===== config.mk =====
export PLATFORM = sky130hd
export DESIGN_NAME = mem_arbiter
export DESIGN_NICKNAME = d
export VERILOG_FILES = /design/src/rtl/mem_arbiter.sv
export SDC_FILE = /design/constraint.sdc
export NUM_CORES = 1
export LEC_CHECK = 0
export BUFFER_PORTS_ARGS = -buffer_cell sky130_fd_sc_hd__buf_4
export CAP_MARGIN = 40
export CORE_AREA = 4 4 336 338
export DETAILED_ROUTE_END_ITERATION = 10
export DIE_AREA = 0 0 340 342
export SYNTH_ARGS = -nofsm -noshare
export SYNTH_HDL_FRONTEND = slang
export SYNTH_SLANG_ARGS = --single-unit

===== constraint.sdc =====
create_clock -name clk -period 2.8 [get_ports clk]
set_input_delay 0 -clock clk [delete_from_list [all_inputs] [get_ports clk]]
set_output_delay 0 -clock clk [all_outputs]
set_load 0.05 [all_outputs]

===== src/rtl/mem_arbiter.sv =====
// mem_arbiter: two-to-one block arbiter sharing one slow-memory port between I-cache and D-cache.
// Ports:
//   clk, rst_n                                 clock, synchronous active-low reset
//   i_read/i_write/i_addr/i_wdata              I-cache block request
//   i_rdata/i_ready                            I-cache read data (broadcast) and completion pulse
//   d_read/d_write/d_addr/d_wdata              D-cache block request
//   d_rdata/d_ready                            D-cache read data (broadcast) and completion pulse
//   mem_read/mem_write/mem_addr/mem_wdata      request to slow memory (registered only)
//   mem_rdata/mem_ready                        response from slow memory
module mem_arbiter #(
    parameter int ROUND_ROBIN  = 1,
    parameter int STARVE_LIMIT = 4
) (
    input  logic         clk,
    input  logic         rst_n,
    input  logic         i_read,
    input  logic         i_write,
    input  logic [27:0]  i_addr,
    input  logic [127:0] i_wdata,
    output logic [127:0] i_rdata,
    output logic         i_ready,
    input  logic         d_read,
    input  logic         d_write,
    input  logic [27:0]  d_addr,
    input  logic [127:0] d_wdata,
    output logic [127:0] d_rdata,
    output logic         d_ready,
    output logic         mem_read,
    output logic         mem_write,
    output logic [27:0]  mem_addr,
    output logic [127:0] mem_wdata,
    input  logic [127:0] mem_rdata,
    input  logic         mem_ready
);
    typedef enum logic [1:0] {IDLE, BUSY_I, BUSY_D} state_t;

    localparam logic [3:0] LIM = 4'(STARVE_LIMIT);

    state_t         r_state;
    state_t         w_next;
    logic           r_last_d;
    logic [3:0]     r_starve;
    logic           r_op_read;
    logic           r_op_write;
    logic [27:0]    r_addr;
    logic [127:0]   r_wdata;

    logic w_i_req;
    logic w_d_req;
    logic w_start;
    logic w_grant_d;
    logic w_sel_read;
    logic w_sel_write;

    assign w_i_req = i_read | i_write;
    assign w_d_req = d_read | d_write;
    assign w_start = (r_state == IDLE) && (w_i_req || w_d_req);
    // On a tie: round robin favours the port not granted last; fixed priority
    // favours D until I has waited through LIM consecutive D grants.
    assign w_grant_d = (w_i_req && w_d_req)
                     ? ((ROUND_ROBIN != 0) ? !r_last_d : (r_starve != LIM))
                     : w_d_req;
    assign w_sel_read  = w_grant_d ? d_read  : i_read;
    assign w_sel_write = w_grant_d ? d_write : i_write;

    always_comb begin
        w_next = r_state;
        if (r_state == IDLE)
            w_next = w_start ? (w_grant_d ? BUSY_D : BUSY_I) : IDLE;
        else if (mem_ready)
            w_next = IDLE;
    end

    always_ff @(posedge clk) begin
        if (!rst_n) begin
            r_state    <= IDLE;
            r_last_d   <= 1'b0;
            r_starve   <= '0;
            r_op_read  <= 1'b0;
            r_op_write <= 1'b0;
            r_addr     <= '0;
            r_wdata    <= '0;
        end else begin
            r_state <= w_next;
            if (w_start) begin
                r_last_d   <= w_grant_d;
                r_op_write <= w_sel_write;
                r_op_read  <= w_sel_read & ~w_sel_write;
                r_addr     <= w_grant_d ? d_addr : i_addr;
                r_wdata    <= w_grant_d ? d_wdata : i_wdata;
            end
            // A requesting I implies w_start, so the else arm is exactly a D grant over a waiting I.
            if (r_state == IDLE) begin
                if (!w_i_req || !w_grant_d)
                    r_starve <= '0;
                else if (r_starve != LIM)
                    r_starve <= r_starve + 4'd1;
            end
        end
    end

    assign mem_read  = (r_state != IDLE) & r_op_read;
    assign mem_write = (r_state != IDLE) & r_op_write;
    assign mem_addr  = r_addr;
    assign mem_wdata = r_wdata;
    assign i_rdata   = mem_rdata;
    assign d_rdata   = mem_rdata;
    assign i_ready   = (r_state == BUSY_I) & mem_ready;
    assign d_ready   = (r_state == BUSY_D) & mem_ready;
endmodule

==> results of run 1 <==
[registers in the layout (all words and copies together) (netlist names)]
register / count
mem_addr: 28
r_last_d: 1
r_state: 2
r_op_write: 1
r_op_read: 1
mem_wdata: 128
[cells by family (layout without fill, tap and decap cells)]
group	Yosys count	in the layout	synth area share, %
buf+inv	346	848	27.9
compound gates	323	323	27.7
simple gates	175	175	7.99
flops	161	161	36.5
other cells	0	6	0
[area by class of cell]
class,instances,area (sq um)
clock buffer,17,425
inverter,3,11.3
clock inverter,15,170
fill,12300,94200
multi-input combinational,498,3160
sequential,161,3220
tap,1488,1860
timing repair buffer,813,7010
antenna,6,15.0
[synthesized netlist by cell type]
cell type and number:
dfxtp_1 161, or4_1 1, o221a_1 1, a2111oi_4 1, a221o_1 156, nor2_2 1
nor2_1 2, and2_1 3, or2_4 1, a211oi_1 2, a21boi_0 1, nor2b_1 1
nor3b_1 1, a311oi_1 1, nand2b_1 1, o32ai_1 1, clkbuf_1 36, a21oi_1 158
clkbuf_4 3, o21ai_0 1, buf_2 20, and3b_1 2, nand3_1 1, o21a_1 1
or2_2 2, buf_4 268, and4_1 1, inv_1 3, nand2_1 158, buf_6 16
[routing by layer]
metal  global-route usage, %  vias to the layer above  share of wire [%]  wire (microns)
li1                        -                     4348                  -               -
met1                    10.3                     4490                 37           21800
met2                    15.2                      751                 45           26700
met3                    6.94                       76                 16            9330
met4                    3.60                        8                2.5            1470
met5                   0.583                        -               0.21             126
[critical path, cell delays in order (launching register included)]
cell,delay (ns)
dfxtp_1,0.36
or2_2,0.39
a2111oi_4,0.35
buf_12,0.34
a221o_1,0.30
dlygate4sd3_1,0.55
[final timing paths]
kind / start / to / slack, ns / depth (start not counted)
worst max-delay path: r_state[1] / mem_wdata[37] / 0.08 / 5
worst min-delay path: mem_rdata[126] / i_rdata[126] / 0.00002 / 0
worst max register to register: r_state[1] / mem_wdata[37] / 0.08 / 5
worst min register to register: r_op_read / r_op_read / 0.48 / 2
[power breakdown]
part / switching (mW) / internal, mW
combinational: 2.63 / 1.79
clock: 1.30 / 1.34
sequential: 0.262 / 2.69
[stage by stage]
stage               area (sq um)  setup slack (ns)  util, %
floorplan                   8830              1.34        -
global placement           12000             0.814     10.9
detailed placement         12000             0.752     10.9
CTS                        15900             0.181     14.4
global route               15900            0.0570     14.4
finish                     15900            0.0840     14.4
[what timing repair did]
item / in CTS / in global routing
hold buffers: 323 / 0
resized for setup: 0 / 0
setup endpoints to repair: 0 / 0
hold endpoints to repair: 161 / 0
==> results.toml, run 1 <==
[layout]
drive_above_1_share_pct = 35.1
final_common_cell = "buf_4"
finalNetCount = 1941
area_delta_synth_final_pct = 79.7
stdcell_count = 3001
final_cell_mix = "buf_4 (483), dlygate4sd3_1 (323), dfxtp_1 (161)"

[logic_synthesis]
yosysWarnings = 0
ys_seq_area_share_pct = 36.5
netlist_instances = 1005
synth.area.top_cells = "dfxtp_1 (36%), buf_4 (23%), a221o_1 (18%)"
yosys.cell_types.count = 30
yosysTopAreaCell = "dfxtp_1"
syn_nets = 1452
syn_area_sq_um = 8830
synth_seq_cells = 161
avgSynthCellArea_sq_um = 8.79
synth_top_area_share_pct = 36.5

[drt]
drt_iter0_markers = 558
drt-wirelength-per-cell_microns = 19.8
viasPerCell = 3.22
num_vias = 9673
drcViolationCount = 0
drtAntennaViolNets = 0
finalWirelength_microns = 59400
dr.pass1.iters = 7

[die]
die_w_microns = 340
die-area_sq_um = 116000
core_sq_um = 110000
rows = 122
die_h_microns = 342
initial_utilization_pct = 8.03
io-pin-count = 863

[sta]
setup_violations = 0
period_minus_slack_ns = 2.72
worst_pin_slew_ns = 0.968
max_slew_margin_pct = 35.5
rsz0062_at_grt = "false"
max_freq_ghz = 0.368
holdWs_ns = 0.0000223
drv_slew = 0
hold_viol_final = 0
totalNegativeSetupSlack_ns = 0
fin_skew_ns = 0.0207
post-route-period-util_pct = 97.0

[grt]
grt_antenna_before_repair = 9
grt_max_degree = 161
grt_pass1_vias = 9757
grt_usage_pct = 9.79
grt_overflow = 0
grt_pass1_wl_microns = 78500

[pwr]
ir_drop_uv = 585
fin_total_pwr_mw = 10.0
leakage_nw = 6.68
power-per-cell-area_nw_per_um2 = 631

[clock_tree]
htreeDepth = 4
cts_tree = "built"
clk-insertion-delay-late_ns = 0.54
path_clk_slew_ns = 0.07
numCtsBuffers = 17
clockBufferDepth = 2
clkSinkCount = 161
postCtsSetupBuffers = 0
cts-root-buf = "clkbuf_16"

[placed_design]
finalWeightedCongestion = 0.805
dp.cells = 2640
dp_hpwl_microns = 44800
placement.io_buffers = 478

[worst_setup_path]
cp.arrival_ns = 3.19
start_kind = "flop"
worstPathRequired_ns = 3.27
path_class = "flop to flop"
cp-end-kind = "flop"
crit_fanout = 105

[outcome]
outcome = "finished clean"

[flow_run]
cap_violations = 0

[min_path]
min_path_type = "input pin to output port"
No activity file was read; power rests on OpenSTA's default activity.
==> run 2: changes to the inputs <==
PLACE_DENSITY = 0.3   (was default)
==> run 2 against run 1 <==
Die area stayed put. Clock power up 4%. Setup slack improved by 0.14 ns. Via count is 2.7% lower. Critical path type unchanged. Hold slack about the same. Largest cell class unchanged.
==> results.toml, run 2 (same netlist as run 1, synthesis figures left out) <==
[sta]
totalNegativeSetupSlack_ns = 0
fin_skew_ns = 0.0185
post-route-period-util_pct = 92.0
rsz0062_at_grt = "false"
holdWs_ns = 0.0000282
setup_violations = 0
drv_slew = 0
hold_viol_final = 0
max_slew_margin_pct = 32.0
max_freq_ghz = 0.388
worst_pin_slew_ns = 1.02
period_minus_slack_ns = 2.58

[clock_tree]
numCtsBuffers = 17
path_clk_slew_ns = 0.08
postCtsSetupBuffers = 0
cts-root-buf = "clkbuf_16"
cts_tree = "built"
clk-insertion-delay-late_ns = 0.50
htreeDepth = 4
cts_resized = 0
clockBufferDepth = 2
clkSinkCount = 161
cts_hold_buf = 321

[drt]
drt_iter0_markers = 364
num_vias = 9409
dr.max_layer_used = "met5"
viasPerCell = 3.14
finalWirelength_microns = 48600
met2_length_microns = 22100
wl_met1_microns = 20200
drcViolationCount = 0
drtAntennaViolNets = 0
drt-wirelength-per-cell_microns = 16.2
dr.pass1.iters = 4
wl_met3_microns = 4450

[layout]
final_common_cell = "buf_4"
antennaDiodeCount = 0
area_delta_synth_final_pct = 80.1
seq_area_sq_um = 3220
final_cell_mix = "buf_4 (483), dlygate4sd3_1 (321), dfxtp_1 (161)"
fillCellCount = 12500
multi_input_area_sq_um = 3160
drive_above_1_share_pct = 35.3
largest_reg_flops = 128
finalNetCount = 1942

[pwr]
ir_drop_uv = 389
power-per-cell-area_nw_per_um2 = 630
leakage_nw = 6.70

[placed_design]
finalWeightedCongestion = 0.754
placement.io_buffers = 478
dp_hpwl_microns = 33900

[worst_setup_path]
worstPathRequired_ns = 3.22
cp-end-kind = "flop"
start_kind = "flop"
path_class = "flop to flop"
cp.arrival_ns = 3.00
crit_fanout = 77

[die]
die-area_sq_um = 116000
die_h_microns = 342
initial_utilization_pct = 8.03
io-pin-count = 863
core_sq_um = 110000
die_w_microns = 340
rows = 122

[grt]
grt_usage_pct = 8.01
grt_max_degree = 157
grt_pass1_vias = 9907
grt_antenna_before_repair = 3
grt_overflow = 0
grt_pass1_wl_microns = 68500

[flow_run]
cap_violations = 0

[min_path]
min_path_type = "input pin to output port"

[outcome]
outcome = "finished clean"
-- run 2: cell count changes in the layout (fill, tap and decap cells not counted), sizes merged --
cell / delta
buf: +3
bufinv: +1
diode: -6
dlygate4sd3: -2
inv: -1
-- run 2: report_power, final --
group | internal [mW] | total, mW | switching [mW]
logic | 1.81 | 4.35 | 2.54
clock network | 1.43 | 2.74 | 1.31
registers | 2.69 | 2.93 | 0.241
-- run 2: critical path, cell delays in order, from the launching register on --
cell and delay [ns]:
dfxtp_1 0.36, or2_2 0.38, a2111oi_4 0.38, buf_12 0.30
a221o_1 0.26, dlygate4sd3_1 0.55
-- run 2: metrics by stage --
stage / std cells / util (%) / area (sq um) / worst slack, ns / power [mW]
floorplan: 1005 / - / 8830 / 1.34 / 6.12
global placement: 2643 / 11.0 / 12100 / 0.893 / 6.62
detailed placement: 2643 / 11.0 / 12100 / 0.850 / 6.64
CTS: 2996 / 14.5 / 15900 / 0.280 / 10.3
global route: 2996 / 14.5 / 15900 / 0.146 / 10.5
finish: 2996 / 14.5 / 15900 / 0.224 / 10.0
-- run 2: worst paths after layout --
kind | startpoint | to | slack [ns] | cells past startpoint
worst max-delay path | r_state[1] | mem_wdata[63] | 0.22 | 5
worst min-delay path | mem_rdata[18] | d_rdata[18] | 0.00003 | 0
worst max register to register | r_state[1] | mem_wdata[63] | 0.22 | 5
worst min register to register | r_op_write | r_op_write | 0.54 | 1
-- run 2: area by class of cell --
class	count	share of cell area (%)
clock buffers	17	2.67
clock inverters	15	1.23
inverters	3	0.0708
multi-input cells	498	19.9
flip-flops and latches	161	20.3
well taps	1488	11.7
repair buffers	814	44.2
-- run 2: metal layers --
| metal | track usage [%] | up-vias |
|---|---|---|
| li1 | - | 4340 |
| met1 | 9.61 | 4406 |
| met2 | 12.6 | 515 |
| met3 | 3.01 | 146 |
| met4 | 3.83 | 2 |
| met5 | 0 | - |
